$ cat src/rtl/shift_row.sv
// shift_row: registered AES ShiftRows (or InvShiftRows when INVERSE=1) with a one-cycle valid flag.
module shift_row #(
  parameter bit INVERSE = 1'b0
) (
  input  logic         clock,
  input  logic         reset,
  input  logic [127:0] inputData,
  input  logic         startTransition,
  output logic [127:0] outputData,
  output logic         outputValid
);
  logic [127:0] permData;
  genvar k;
  // Byte k is row k%4, column k/4; byte 0 is the MSB byte.
  for (k = 0; k < 16; k++) begin : g_byte
    localparam int row = k % 4;
    localparam int col = k / 4;
    localparam int srcCol = INVERSE ? (col + 4 - row) % 4 : (col + row) % 4;
    localparam int src = row + 4 * srcCol;
    assign permData[127-8*k -: 8] = inputData[127-8*src -: 8];
  end
  always_ff @(posedge clock) begin
    if (reset) begin
      outputData  <= '0;
      outputValid <= 1'b0;
    end else begin
      if (startTransition) outputData <= permData;
      outputValid <= startTransition;
    end
  end
endmodule

$ cat config.mk
export PLATFORM = sky130hd
export DESIGN_NAME = shift_row
export DESIGN_NICKNAME = d
export VERILOG_FILES = /design/src/rtl/shift_row.sv
export SDC_FILE = /design/constraint.sdc
export NUM_CORES = 1
export LEC_CHECK = 0
export BUFFER_PORTS_ARGS = -buffer_cell sky130_fd_sc_hd__buf_2
export CAP_MARGIN = 20
export CORE_ASPECT_RATIO = 0.8
export CORE_MARGIN = 3
export CORE_UTILIZATION = 44
export DETAILED_ROUTE_END_ITERATION = 8
export GPL_ROUTABILITY_DRIVEN = 0
export GPL_TIMING_DRIVEN = 0
export PLACE_DENSITY_LB_ADDON = 0.08
export SLEW_MARGIN = 40
export SYNTH_ARGS = -nofsm -noshare
export SYNTH_HDL_FRONTEND = slang
export SYNTH_SLANG_ARGS = --single-unit
$ cat constraint.sdc
create_clock -name clock -period 1.2 [get_ports clock]
set_clock_uncertainty 0.15 [all_clocks]
set_input_delay 0.24 -clock clock [delete_from_list [all_inputs] [get_ports clock]]
set_output_delay 0.24 -clock clock [all_outputs]
set_load 0.05 [all_outputs]
==> results.ini, run 1 <==
[setup_path]
slowest_delay_ns=0.38
r2r-start=outputData[23]$_SDFFE_PP0P_
reg2regPathDepth=4
cp-start-kind=flop
end_kind=output port
crit_type=flop to output port
crit_slowest_cell=dfxtp_2
crit_required_ns=0.81
path_max_fanout=2
critical_path_buf_inv_count=1
rrSetupSlack_ns=0.06
startpoint=outputData[49]$_SDFFE_PP0P_
critPathArrivalTime_ns=0.95
path_delay_family=flip-flops
r2r-end=outputData[23]$_SDFFE_PP0P_
cp_cell_sequence=buf_8

[cts]
htreeDepth=4
cts_buffer_depth=2
clkSlewWorstSetupHoldPaths_ns=0.06
cts_inserted_buffers=17
cts_sinks=129
cts-root-buf=clkbuf_16
tritoncts=done
worst_skew_pair.late_latency_ns=0.41

[drt]
routed_via_density=5.42
vias=5376
routed.top_layer=met4
drt_iter0_markers=423
firstDrtPassIters=5
drc=0
wl_met2_microns=12100
wl_met3_microns=2090
antenna_left=0
avgRoutedWirePerCell_microns=24.4
wirelength_microns=24200
drt-met1-wl_microns=8110

[final_layout]
diodes=0
final_area_sq_um=9570
drive_above_1_share=0.535
area_delta_synth_final_pct=105
nNetsFinal=975

[power]
vdd_drop_max_v=0.00109
power_density_nw_per_um2=1360
power.leakage_uw=0.00461

[job]
max_cap_violations=0

[synth]
yosys.cell_count.top_type=dfxtp_1
syn_avg_cell_area_sq_um=11.2
synth_top_area_frac=0.553
synth-seq-area-share=0.553
synth-seq-cells=129
synth_enable_flop_cells=0
synth_top_area_cell=dfxtp_1
ys_types=10
netlist_instances=415
ys_warn_count=0
synthArstFlopShare=0
syn-num-nets=546
synth_top_cells_by_count=129 x dfxtp_1, 128 x mux2i_1, 128 x nor2_1
synth_ff_type=dfxtp_1
ys_top_cells_by_area=dfxtp_1 55%, mux2i_1 27%, nor2_1 10%, buf_12 4.7%, clkbuf_1 0.97%
synth_area_sq_um=4670

[hold_path]
hold_path_class=input port to flop
whs_endpoint=outputData[14]$_SDFFE_PP0P_
holdCritStartpoint=reset
holdPathStages=2

[grt]
grt_usage=0.340
grt_max_degree=17
grt_pass1_vias=5614
grt_overflow=0
grt_pass1_wl_microns=31000
antenna_found_initial=0

[floorplan]
start_util=0.468
die_x_microns=121
core_area_sq_um=9970
die_h_microns=98.1
io_pins=260
rows=32
die-area_sq_um=11900

[sta]
fmax_mhz=744
hold_viol=0
hold_slack_ns=0.0778
rsz0062_at_grt=yes
post-route-period-util=1.12
worst_slack_ns=-0.145
setup_viol=129
maxSlewHeadroom=0.624
worst_pin_slew_ns=0.564
fin_crit_ns=1.34
drv_slew=0

[status]
status=finished, violations left
violations=negative setup slack

[placed_design]
hpwl_microns=9580
place_area_sq_um=6120
io_buffers=257

-- how the worst max path moves through the flow --
stage	slack (ns)	cells after the start	end
6_report	-0.14	1	outputData[49]
4_1_cts	-0.12	1	outputData[117]
3_5_place_dp	-0.11	5	outputData[20]$_SDFFE_PP0P_
5_1_grt	-0.17	1	outputData[49]
3_3_place_gp	-0.07	3	outputData[42]$_SDFFE_PP0P_
2_1_floorplan	0.05	5	outputData[100]$_SDFFE_PP0P_
-- cell type report --
cell class,instances,area [sq um]
multi-input cells,257,1770
clock inverters,11,90.1
clock buffers,20,457
plain buffers,29,317
fillers,225,397
well taps,136,170
flip-flops and latches,129,2750
repair buffers,410,4020
-- cell families after synthesis --
family	synth area share
AND/OR/NAND/NOR	0.104
buffers and inverters	0.0678
flip-flops	0.553
multiplexers	0.275
-- sequential cells by signal (all words and copies together), names as in the netlist --
name / count
outputValid: 1
outputData: 128
-- power breakdown --
group | internal, uW | switching, uW | total [uW]
Combinational | 1470 | 1730 | 3200
Sequential | 4600 | 278 | 4870
Clock | 2920 | 2040 | 4970
-- layer usage --
metal  vias up  global-route usage
met5         -                   0
met4         0               0.166
met3       156              0.0973
met2       414               0.628
met1      2579               0.351
li1       2227                   -
-- per-stage QoR --
step / setup TNS [ns] / setup slack [ns] / instances / power (uW) / util
floorplan: 0 / 0.0503 / 415 / 6230 / -
global placement: -5.22 / -0.0723 / 808 / 6780 / 0.614
detailed placement: -6.72 / -0.110 / 808 / 6820 / 0.614
CTS: -12.52 / -0.115 / 973 / 12400 / 0.932
global route: -16.51 / -0.167 / 992 / 13300 / 0.960
finish: -13.87 / -0.145 / 992 / 13000 / 0.960
-- cells in the final DEF, fill, tap and decap left out --
master           n
buf_6            8
nor2_1         128
clkbuf_8         2
dfxtp_4          3
mux2i_1        128
buf_12          11
clkinvlp_4       4
dlygate4sd3_1  128
dfxtp_2        126
clkinv_2         6
buf_2          130
clkbuf_1        13
buf_8          123
nor2b_1          1
buf_4           27
bufinv_16        1
clkbuf_16       17
-- what timing repair did --
item	4_1_cts	5_1_grt
endpoints found under the hold margin	128	0
resized for setup	474	38
buffers inserted	6	19
endpoints found under the setup margin	129	129
hold buffers	128	0
No activity file was read; power rests on OpenSTA's default activity.
==> run 2: changes to the inputs <==
CELL_PAD_IN_SITES_DETAIL_PLACEMENT = 0   (was unset)
CELL_PAD_IN_SITES_GLOBAL_PLACEMENT = 1   (was unset)
CORE_UTILIZATION = 32   (was 44)
==> run 2 against run 1 <==
Effect of this change: die area increased by 35%; final area fell by 0.84%; first-iteration DRC count is 79% lower; count of clock-buffer cells in the layout rose by 6; critical endpoint is now outputData[120]; core utilization down 28 points; critical path depth unchanged; clock power increased by 6.6%; combinational power down 9.1%; sequential share of layout area up 0.16 points; the run still ends with negative setup slack left.
==> results.ini, run 2 (same netlist as run 1, synthesis figures left out) <==
[final_layout]
reg_top3=outputData (128), outputValid (1)
drive_above_1_share=0.520  ; -0.0153
final_cell_mix=130 x buf_2, 129 x dfxtp_2, 128 x mux2i_1, 128 x nor2_1, 128 x dlygate4sd3_1
final_util=0.681  ; -0.279
final_area_sq_um=9490  ; -0.84%
nNetsFinal=955  ; -2.1%
area_delta_synth_final_pct=103
layout_commonest_cell=buf_2
largest_reg_flops=128  ; unchanged
nFillCells=980  ; +340%
largest-register=outputData
diodes=0  ; unchanged

[setup_path]
r2r-start=outputData[10]$_SDFFE_PP0P_
path_max_fanout=2  ; unchanged
critPathArrivalTime_ns=0.91  ; -0.04 ns
crit_slowest_cell=dfxtp_2
critical_path_buf_inv_count=1  ; unchanged
r2r-end=outputData[10]$_SDFFE_PP0P_
end_kind=output port
crit_type=flop to output port
rrSetupSlack_ns=0.25  ; +0.19 ns
slowest_delay_ns=0.35  ; -0.03 ns
crit_required_ns=0.81  ; about the same
cp_cell_sequence=buf_8
cp-start-kind=flop
path_delay_family=flip-flops
reg2regPathDepth=3  ; -1

[sta]
fmax_mhz=767  ; +3.1%
fin_crit_ns=1.30  ; -0.0401 ns
maxSlewHeadroom=0.687  ; +0.0626
setup_viol=129  ; unchanged
rsz0062_at_grt=yes
drv_slew=0  ; unchanged
post-route-period-util=1.09  ; -0.0334
hold_viol=0  ; unchanged
worst_pin_slew_ns=0.470  ; -0.0939 ns
worst_slack_ns=-0.104  ; +0.0401 ns

[grt]
antenna_found_initial=0  ; unchanged
busiest_layer=met2
grtUsageMet1=0.209  ; -0.142
grt_max_degree=17  ; unchanged
grt_pass1_vias=4852  ; -14%
grt_usage=0.192  ; -0.149
grt_overflow=0  ; unchanged
grt_pass1_wl_microns=24400  ; -22%
met2_usage=0.343  ; -0.285
met3_usage=0.0696  ; -0.0277

[job]
max_cap_violations=0  ; unchanged

[floorplan]
die_x_microns=141  ; +16%
die_h_microns=114  ; +16%
core_area_sq_um=13900  ; +40%
die-area_sq_um=16100  ; +35%
rows=38  ; +19%
io_pins=260  ; unchanged
start_util=0.335  ; -0.133

[drt]
drt_iter0_markers=89  ; -79%
wirelength_microns=15600  ; -36%
antenna_left=0  ; unchanged
routed_via_density=4.37  ; -19%
firstDrtPassIters=4  ; -1
avgRoutedWirePerCell_microns=15.3  ; -37%
vias=4439  ; -17%
drc=0  ; unchanged

[power]
clkPwrFrac=0.407  ; +0.026
power.leakage_uw=0.00452  ; -1.9%
seqPwrFrac=0.370  ; -0.004
power_density_nw_per_um2=1370  ; +0.85%
vdd_drop_max_v=0.000910  ; -16%
finalPower_uw=13000  ; about the same
power_frac_comb=0.223  ; -0.022
switchingPower_uw=3510  ; -13%
internal_power_uw=9530  ; +6.1%
swShare=0.269  ; -0.0418

[placed_design]
place_area_sq_um=6180  ; +0.90%
io_buffers=257  ; unchanged
hpwl_microns=9630  ; +0.53%

[hold_path]
holdCritStartpoint=reset
holdPathStages=2  ; unchanged
whs_endpoint=outputData[0]$_SDFFE_PP0P_
hold_path_class=input port to flop

[cts]
worst_skew_pair.late_latency_ns=0.40  ; about the same
cts_buffer_depth=2  ; unchanged
cts_sinks=129  ; unchanged
cts-root-buf=clkbuf_16
cts_inserted_buffers=17  ; unchanged
clkSlewWorstSetupHoldPaths_ns=0.06  ; about the same
htreeDepth=4  ; unchanged
tritoncts=done

[status]
status=finished, violations left
violations=negative setup slack

[run 2: cell type report]
type | count | area [sq um] | area share
buffer | 29 | 317 | 0.0333
clock buffer | 26 | 509 | 0.0536
tap | 180 | 225 | 0.0237
multi-input combinational | 257 | 1770 | 0.186
clock inverter | 4 | 97.6 | 0.0103
sequential | 129 | 2740 | 0.289
timing repair buffer | 390 | 3830 | 0.404
[run 2: worst register-to-register path: cells and delay by family (launching register included)]
kind	cells	cell delay (ns)
buf+inv	1	0.13
flops	1	0.33
mux	1	0.14
simple gates	1	0.07
[run 2: repair_timing]
item	in CTS	in global routing
resized for setup	475	24
endpoints found under the hold margin	128	0
pin swaps	0	0
setup endpoints to repair	129	129
setup buffers	0	5
hold buffers	128	0
[run 2: per-layer routing]
| metal | routed length [microns] | up-vias | share of wire |
|---|---|---|---|
| met4 | 337 | 0 | 0.022 |
| met5 | 0 | - | 0 |
| li1 | - | 2188 | - |
| met2 | 7940 | 165 | 0.51 |
| met3 | 1160 | 30 | 0.074 |
| met1 | 6120 | 2056 | 0.39 |
[run 2: metrics by stage]
stage / hold WS (ns) / setup WS, ns / std cells / TNS [ns]
3_3_place_gp: 0.318 / -0.112 / 852 / -7.81
6_report: 0.0832 / -0.104 / 1015 / -11.01
4_1_cts: 0.0586 / -0.120 / 1010 / -13.76
3_5_place_dp: 0.325 / -0.163 / 852 / -12.71
5_1_grt: 0.0952 / -0.142 / 1015 / -15.91
2_1_floorplan: 0.237 / 0.0503 / 415 / 0
[run 2: worst max-delay path by stage]
| stage | start | end | slack [ns] | cells past startpoint |
|---|---|---|---|---|
| 4_1_cts | outputData[79]$_SDFFE_PP0P_ | outputData[79] | -0.12 | 1 |
| 3_5_place_dp | reset | outputData[47]$_SDFFE_PP0P_ | -0.16 | 3 |
| 3_3_place_gp | reset | outputData[53]$_SDFFE_PP0P_ | -0.11 | 3 |
| 2_1_floorplan | startTransition | outputData[100]$_SDFFE_PP0P_ | 0.05 | 5 |
| 5_1_grt | outputData[29]$_SDFFE_PP0P_ | outputData[29] | -0.14 | 1 |
| 6_report | outputData[120]$_SDFFE_PP0P_ | outputData[120] | -0.10 | 1 |
[run 2: power groups by stage]
stage               Sequential, uW  Clock [uW]  Combinational [uW]
CTS                           4810        5410                2850
floorplan                     5640           0                 590
global route                  4860        5600                3060
finish                        4830        5300                2910
global placement              4740           0                2060
detailed placement            4750           0                2080
